<file path="src/rtl/servant_busmux_pkg.sv">
// -----------------------------------------------------------------------------
// servant_busmux_pkg
// Shared types and helpers for the servant data-bus demultiplexer:
//   - state_e          : transaction FSM states (IDLE / WAIT / RESP)
//   - ERR_DATA_DEFAULT : read data returned on a bus error
//   - decode_t         : slave index plus valid flag
//   - decode_adr()     : extracts the slave-select field from an address
// -----------------------------------------------------------------------------
package servant_busmux_pkg;

    typedef enum logic [1:0] {
        ST_IDLE = 2'd0,
        ST_WAIT = 2'd1,
        ST_RESP = 2'd2
    } state_e;

    localparam logic [31:0] ERR_DATA_DEFAULT = 32'hDEAD_BEEF;

    // Slave index is at most 4 bits wide (up to 16 slaves).
    typedef struct packed {
        logic [3:0] idx;
        logic       valid;
    } decode_t;

    // Select field is adr[sel_msb -: sel_w]; any index at or above
    // num_slaves is an unmapped region and decodes as invalid.
    function automatic decode_t decode_adr(
        input logic [31:0] adr,
        input int          sel_msb,
        input int          sel_w,
        input int          num_slaves
    );
        logic [31:0] field;
        decode_t     d;
        field   = (adr >> (sel_msb + 1 - sel_w)) & ((32'd1 << sel_w) - 32'd1);
        d.idx   = 4'(field);
        d.valid = (field < 32'(num_slaves));
        return d;
    endfunction

endpackage

</file>
<file path="src/rtl/servant_busmux.sv">
// -----------------------------------------------------------------------------
// servant_busmux
// Routes one Wishbone master (serv dbus) to NUM_SLAVES slaves selected by the
// address field adr[SEL_MSB -: clog2(NUM_SLAVES)]. Slaves flagged in ACK_MASK
// return their own ack (with an optional timeout); the others are acked by
// the mux one cycle after the request. Unmapped decodes and timeouts return
// ERR_DATA and raise a sticky error with the faulting address.
//
// Ports:
//   i_clk, i_rst                 clock, synchronous active-high reset
//   i_wb_cpu_adr/dat/sel/we/cyc  master request
//   o_wb_cpu_rdt, o_wb_cpu_ack   registered master response
//   o_wb_s_adr/dat/sel/we        broadcast copies of the master request
//   o_wb_s_cyc                   one-hot per-slave request
//   i_wb_s_rdt, i_wb_s_ack       slave responses (slave k at [32k+31:32k])
//   o_err, o_err_adr, i_err_clr  sticky bus error, captured address, clear
// -----------------------------------------------------------------------------
module servant_busmux
    import servant_busmux_pkg::*;
#(
    parameter int unsigned           NUM_SLAVES = 4,
    parameter int unsigned           SEL_MSB    = 31,
    parameter logic [NUM_SLAVES-1:0] ACK_MASK   = '0,
    parameter int unsigned           TIMEOUT    = 255,
    parameter logic [31:0]           ERR_DATA   = ERR_DATA_DEFAULT
) (
    input  logic                       i_clk,
    input  logic                       i_rst,
    input  logic [31:0]                i_wb_cpu_adr,
    input  logic [31:0]                i_wb_cpu_dat,
    input  logic [3:0]                 i_wb_cpu_sel,
    input  logic                       i_wb_cpu_we,
    input  logic                       i_wb_cpu_cyc,
    output logic [31:0]                o_wb_cpu_rdt,
    output logic                       o_wb_cpu_ack,
    output logic [31:0]                o_wb_s_adr,
    output logic [31:0]                o_wb_s_dat,
    output logic [3:0]                 o_wb_s_sel,
    output logic                       o_wb_s_we,
    output logic [NUM_SLAVES-1:0]      o_wb_s_cyc,
    input  logic [32*NUM_SLAVES-1:0]   i_wb_s_rdt,
    input  logic [NUM_SLAVES-1:0]      i_wb_s_ack,
    output logic                       o_err,
    output logic [31:0]                o_err_adr,
    input  logic                       i_err_clr
);

    localparam int SEL_W = $clog2(NUM_SLAVES);
    // With the timeout disabled the counter is unused but kept 1 bit wide.
    localparam int CNT_W = (TIMEOUT == 32'd0) ? 1 : $clog2(TIMEOUT + 32'd1);
    localparam logic [CNT_W-1:0] CNT_LAST = (TIMEOUT == 32'd0) ? '0 : CNT_W'(TIMEOUT - 32'd1);
    localparam logic [CNT_W-1:0] CNT_MAX  = '1;
    localparam logic [CNT_W-1:0] CNT_ONE  = CNT_W'(1);

    state_e            state_q, state_d;
    logic              ack_q, ack_d;
    logic [31:0]       rdt_q, rdt_d;
    logic [CNT_W-1:0]  cnt_q, cnt_d;
    logic [3:0]        idx_q, idx_d;
    logic              we_q, we_d;
    logic              err_q;
    logic [31:0]       err_adr_q;
    logic              err_set_s;

    decode_t           dec_s;
    logic [3:0]        cur_idx_s;
    logic [31:0]       slave_rdt_s;
    logic              slave_ack_s;
    logic              slave_ackable_s;
    logic [NUM_SLAVES-1:0] s_cyc_s;

    assign dec_s = decode_adr(i_wb_cpu_adr, SEL_MSB, SEL_W, NUM_SLAVES);

    // In IDLE the live decode selects the slave; afterwards the latched index.
    assign cur_idx_s = (state_q == ST_WAIT) ? idx_q : dec_s.idx;

    // AND-OR mux of the selected slave's read data, ack and ack capability.
    // Acks from slaves the mux acks itself are masked off here.
    always_comb begin
        slave_rdt_s     = 32'h0;
        slave_ack_s     = 1'b0;
        slave_ackable_s = 1'b0;
        for (int k = 0; k < NUM_SLAVES; k++) begin
            slave_rdt_s     = slave_rdt_s | (i_wb_s_rdt[32*k +: 32] & {32{cur_idx_s == 4'(k)}});
            slave_ack_s     = slave_ack_s | (i_wb_s_ack[k] & ACK_MASK[k] & (cur_idx_s == 4'(k)));
            slave_ackable_s = slave_ackable_s | (ACK_MASK[k] & (cur_idx_s == 4'(k)));
        end
    end

    // Per-slave request: combinational in IDLE, held in WAIT, never during reset.
    always_comb begin
        s_cyc_s = '0;
        for (int k = 0; k < NUM_SLAVES; k++) begin
            s_cyc_s[k] = ~i_rst & (cur_idx_s == 4'(k)) &
                         (((state_q == ST_IDLE) & i_wb_cpu_cyc & dec_s.valid) |
                          (state_q == ST_WAIT));
        end
    end

    // Next-state and response logic of the transaction FSM.
    always_comb begin
        state_d   = state_q;
        ack_d     = 1'b0;
        rdt_d     = rdt_q;
        cnt_d     = cnt_q;
        idx_d     = idx_q;
        we_d      = we_q;
        err_set_s = 1'b0;
        case (state_q)
            ST_IDLE: begin
                if (i_wb_cpu_cyc) begin
                    idx_d = dec_s.idx;
                    we_d  = i_wb_cpu_we;
                    cnt_d = '0;
                    if (!dec_s.valid) begin
                        rdt_d     = ERR_DATA;
                        err_set_s = 1'b1;
                        ack_d     = 1'b1;
                        state_d   = ST_RESP;
                    end else if (!slave_ackable_s || slave_ack_s) begin
                        // Writes never return slave data.
                        rdt_d   = i_wb_cpu_we ? 32'h0 : slave_rdt_s;
                        ack_d   = 1'b1;
                        state_d = ST_RESP;
                    end else begin
                        state_d = ST_WAIT;
                    end
                end else begin
                    state_d = ST_IDLE;
                end
            end
            ST_WAIT: begin
                if (slave_ack_s) begin
                    rdt_d   = we_q ? 32'h0 : slave_rdt_s;
                    ack_d   = 1'b1;
                    state_d = ST_RESP;
                end else if ((TIMEOUT != 32'd0) && (cnt_q == CNT_LAST)) begin
                    rdt_d     = ERR_DATA;
                    err_set_s = 1'b1;
                    ack_d     = 1'b1;
                    state_d   = ST_RESP;
                end else begin
                    // Saturate so a disabled timeout cannot wrap the counter.
                    cnt_d = (cnt_q == CNT_MAX) ? cnt_q : cnt_q + CNT_ONE;
                end
            end
            ST_RESP: begin
                state_d = ST_IDLE;
            end
            default: begin
                state_d = ST_IDLE;
            end
        endcase
    end

    // Transaction state, counter and registered master response.
    always_ff @(posedge i_clk) begin
        if (i_rst) begin
            state_q <= ST_IDLE;
            ack_q   <= 1'b0;
            rdt_q   <= 32'h0;
            cnt_q   <= '0;
            idx_q   <= 4'd0;
            we_q    <= 1'b0;
        end else begin
            state_q <= state_d;
            ack_q   <= ack_d;
            rdt_q   <= rdt_d;
            cnt_q   <= cnt_d;
            idx_q   <= idx_d;
            we_q    <= we_d;
        end
    end

    // Sticky error flag and address; a new error beats a simultaneous clear.
    always_ff @(posedge i_clk) begin
        if (i_rst) begin
            err_q     <= 1'b0;
            err_adr_q <= 32'h0;
        end else if (err_set_s) begin
            err_q     <= 1'b1;
            err_adr_q <= i_wb_cpu_adr;
        end else if (i_err_clr) begin
            err_q     <= 1'b0;
        end
    end

    assign o_wb_cpu_ack = ack_q;
    assign o_wb_cpu_rdt = rdt_q;
    assign o_wb_s_adr   = i_wb_cpu_adr;
    assign o_wb_s_dat   = i_wb_cpu_dat;
    assign o_wb_s_sel   = i_wb_cpu_sel;
    assign o_wb_s_we    = i_wb_cpu_we;
    assign o_wb_s_cyc   = s_cyc_s;
    assign o_err        = err_q;
    assign o_err_adr    = err_adr_q;

endmodule

</file>
<file path="config.mk">
export PLATFORM = sky130hd
export DESIGN_NAME = servant_busmux
export DESIGN_NICKNAME = d
export VERILOG_FILES = /design/src/rtl/servant_busmux_pkg.sv /design/src/rtl/servant_busmux.sv
export SDC_FILE = /design/constraint.sdc
export NUM_CORES = 1
export LEC_CHECK = 0
export CAP_MARGIN = 20
export CORE_AREA = 3 3 132 134
export CTS_BUF_LIST = sky130_fd_sc_hd__clkbuf_8
export CTS_CLUSTER_SIZE = 16
export DETAILED_ROUTE_END_ITERATION = 10
export DIE_AREA = 0 0 135 137
export PLACE_DENSITY_LB_ADDON = 0.15
export SLEW_MARGIN = 20
export SYNTH_ARGS = -nofsm -noshare
export SYNTH_HDL_FRONTEND = slang
export SYNTH_SLANG_ARGS = --single-unit
</file>
<file path="constraint.sdc">
create_clock -name i_clk -period 3.1 [get_ports i_clk]
set_input_delay 0.465 -clock i_clk [delete_from_list [all_inputs] [get_ports i_clk]]
set_output_delay 0.465 -clock i_clk [all_outputs]
set_load 0.1 [all_outputs]
</file>
==> summary.txt <==
GRT
  • GRT Total Usage: 0.0960
  • Grt total ovfl: 0
  • Largest net degree at the start of global routing: 38
  • First-pass GRT wire length: 13,500 um
  • Initial antenna violation count: 0
  • Vias in the first global route: 2,351

Logic synthesis
  • Area share of the leading cell type in the synthesized netlist: 0.286
  • Count leader, synth: buf_4
  • Async set or reset register ratio after synthesis: 0
  • Synth Flop Type: dfxtp_1
  • Cell Area, Synth: 0.00268 sq mm
  • Synth Register Bits: 33
  • Syn_area_per_cell: 11.8 sq um
  • Post-Synthesis Cells: 226
  • Top post-synthesis cells by area: buf_4 (29%), dfxtp_1 (25%), mux4_2 (23%)
  • Post-synthesis sequential area ratio: 0.247
  • Synth warn: 0
  • Most frequent cells after synthesis: buf_4 (102), dfxtp_1 (33), a32o_1 (32)
  • Post-synth EDFFs: 0
  • Yosys cell types: 18
  • Synth area leader: buf_4

Run status
  • Status: finished clean

STA
  • Fin crit period: 2.36 ns
  • Final count of negative-setup-slack endpoints: 0
  • Slew Viols, Final: 0
  • Clk_skew: 0.00470 ns
  • Setup ws final: 0.741 ns
  • Setup TNS: 0 ns
  • Hold Violations, Final: 0
  • Slew margin rel.: 0.342
  • Fin crit share: 0.761
  • RSZ-0062 raised after global routing: false
  • Slew @ Worst Pin: 0.988 ns
  • Max frequency: 424 MHz

Setup path
  • FF-to-FF Start: o_wb_cpu_ack
  • Critical path data required time: 2.63 ns
  • Crit. End Element: output port
  • CP startpoint: i_rst
  • R2R depth: 3
  • CP Data Arrival Time: 1.89 ns
  • Critical path launch point type: primary input
  • Reg2reg setup slack: 1.83 ns
  • Worst setup path class: in2out
  • Setup crit end: o_wb_s_cyc[2]
  • Max Fanout on Critical Path: 4
  • R2r endpoint: o_wb_cpu_rdt[30]

Die
  • Die height: 137 um
  • Die W: 135 um
  • Num ports: 344
  • Initial Util: 0.163
  • Die footprint: 0.0185 sq mm
  • Core area: 0.0164 sq mm
  • # rows: 47

Route
  • Vias: 2,089
  • DR WL/cell: 17.0 um
  • Drt via density: 3.85
  • Post-route ant nets: 0
  • Drt drc: 0
  • Detailed Route Iter0 Violations: 48
  • First drt pass iteration count: 4
  • Routed WL: 9230 um

Cells and area
  • Syn-to-layout area delta: 49.6%
  • Finished Cell Area: 0.00400 sq mm
  • Area of the multi-input gates: 0.00127 sq mm
  • Layout net count: 526
  • Share of layout cells above drive strength 1: 0.261
  • Layout fillers: 1,737
  • FF/Latch Area: 661 sq um
  • N_diodes: 0

Placement
  • Placed Area: 0.00392 sq mm
  • Pre-CTS setup slack: 0.724 ns
  • Port Buffers: 173
  • GPL Wtd Cong: 0.643
  • Final HPWL DP: 7210 um

Clock tree
  • Clock-pin transition on the worst setup and hold timing paths: 0.08 ns
  • Cts hold-fix bufs: 0
  • Clk sinks: 33
  • Later-pin clock latency in the skew report: 0.29 ns
  • Depth of the CTS H-tree: 2
  • Clock root buffer: clkbuf_8
  • CTS Buffer Depth: 2
  • Postcts setup bufs: 0
  • Post-cts sizing count: 0
  • Total CTS buffers: 5
  • TritonCTS clock tree: yes

Power
  • Power Density: 374 mW/mm^2
  • Peak supply drop: 0.137 mV
  • Final total power: 1.50 mW
  • Leak Pwr: 1.52 nW

Flow run
  • Maxcap violations: 0

Worst hold path
  • Min-delay src: o_wb_cpu_rdt[2]
  • Hold Path Class: reg2reg
## area by class of cell
cell class	count	area share
flip-flops and latches	33	0.165
repair buffers	176	0.427
multi-input cells	104	0.317
clock inverters	3	0.00438
clock buffers	5	0.0172
well taps	220	0.0688
inverters	1	0.000938
## through the flow
stage,hold slack (ns),utilization,cells
final,0.499,0.244,542
after global routing,0.519,0.244,542
after CTS,0.504,0.244,542
after detailed placement,0.484,0.239,534
after global placement,0.479,0.239,534
after floorplan,0.565,-,258
## routing by layer
layer	vias to the layer above	wire, um	global-route usage
li1	920	-	-
met2	149	4630	0.167
met1	976	3270	0.101
met3	44	1020	0.0408
met4	0	312	0.0426
met5	-	0	0
## registers in the layout (all words and copies together), names as in the netlist
register / count
o_wb_cpu_ack: 1
o_wb_cpu_rdt: 32
## worst min-delay path by stage
stage | end | slack (ns) | cells past startpoint
6_report | o_wb_cpu_rdt[2] | 0.50 | 1
5_1_grt | o_wb_cpu_rdt[18] | 0.52 | 1
4_1_cts | o_wb_cpu_rdt[2] | 0.50 | 1
3_5_place_dp | o_wb_cpu_rdt[2] | 0.48 | 1
3_3_place_gp | o_wb_cpu_rdt[29] | 0.48 | 1
2_1_floorplan | o_wb_cpu_ack | 0.57 | 1
## cell usage in the layout (no fill, tap or decap)
master,n
a32o_1,32
and3_1,1
and3b_1,2
buf_12,5
buf_2,2
buf_4,38
clkbuf_8,5
clkdlybuf4s50_1,131
clkinv_2,2
clkinvlp_4,1
conb_1,33
dfxtp_1,33
inv_2,1
mux4_1,5
mux4_2,27
nand2b_2,1
nor3b_1,1
nor4_4,1
nor4b_4,1
## where the power goes
part / leakage, nW / total (mW) / internal, mW / switching (mW)
clock network: 0.0439 / 0.327 / 0.155 / 0.172
logic: 1.20 / 0.712 / 0.261 / 0.452
registers: 0.269 / 0.456 / 0.444 / 0.0115
## logic make-up (layout without fill, tap and decap cells)
group,Yosys count,count (layout),share of synthesized area
flops,33,33,0.247
mux,32,32,0.276
other cells,1,33,0.00140
compound gates,32,32,0.120
simple gates,7,7,0.0220
buf+inv,121,185,0.333
## worst max-delay path: stages
cell	delay, ns
clkdlybuf4s50_1	0.54
nor3b_1	0.41
and3b_1	0.28
buf_12	0.19
Note: power is estimated with default switching activity, not from simulation.
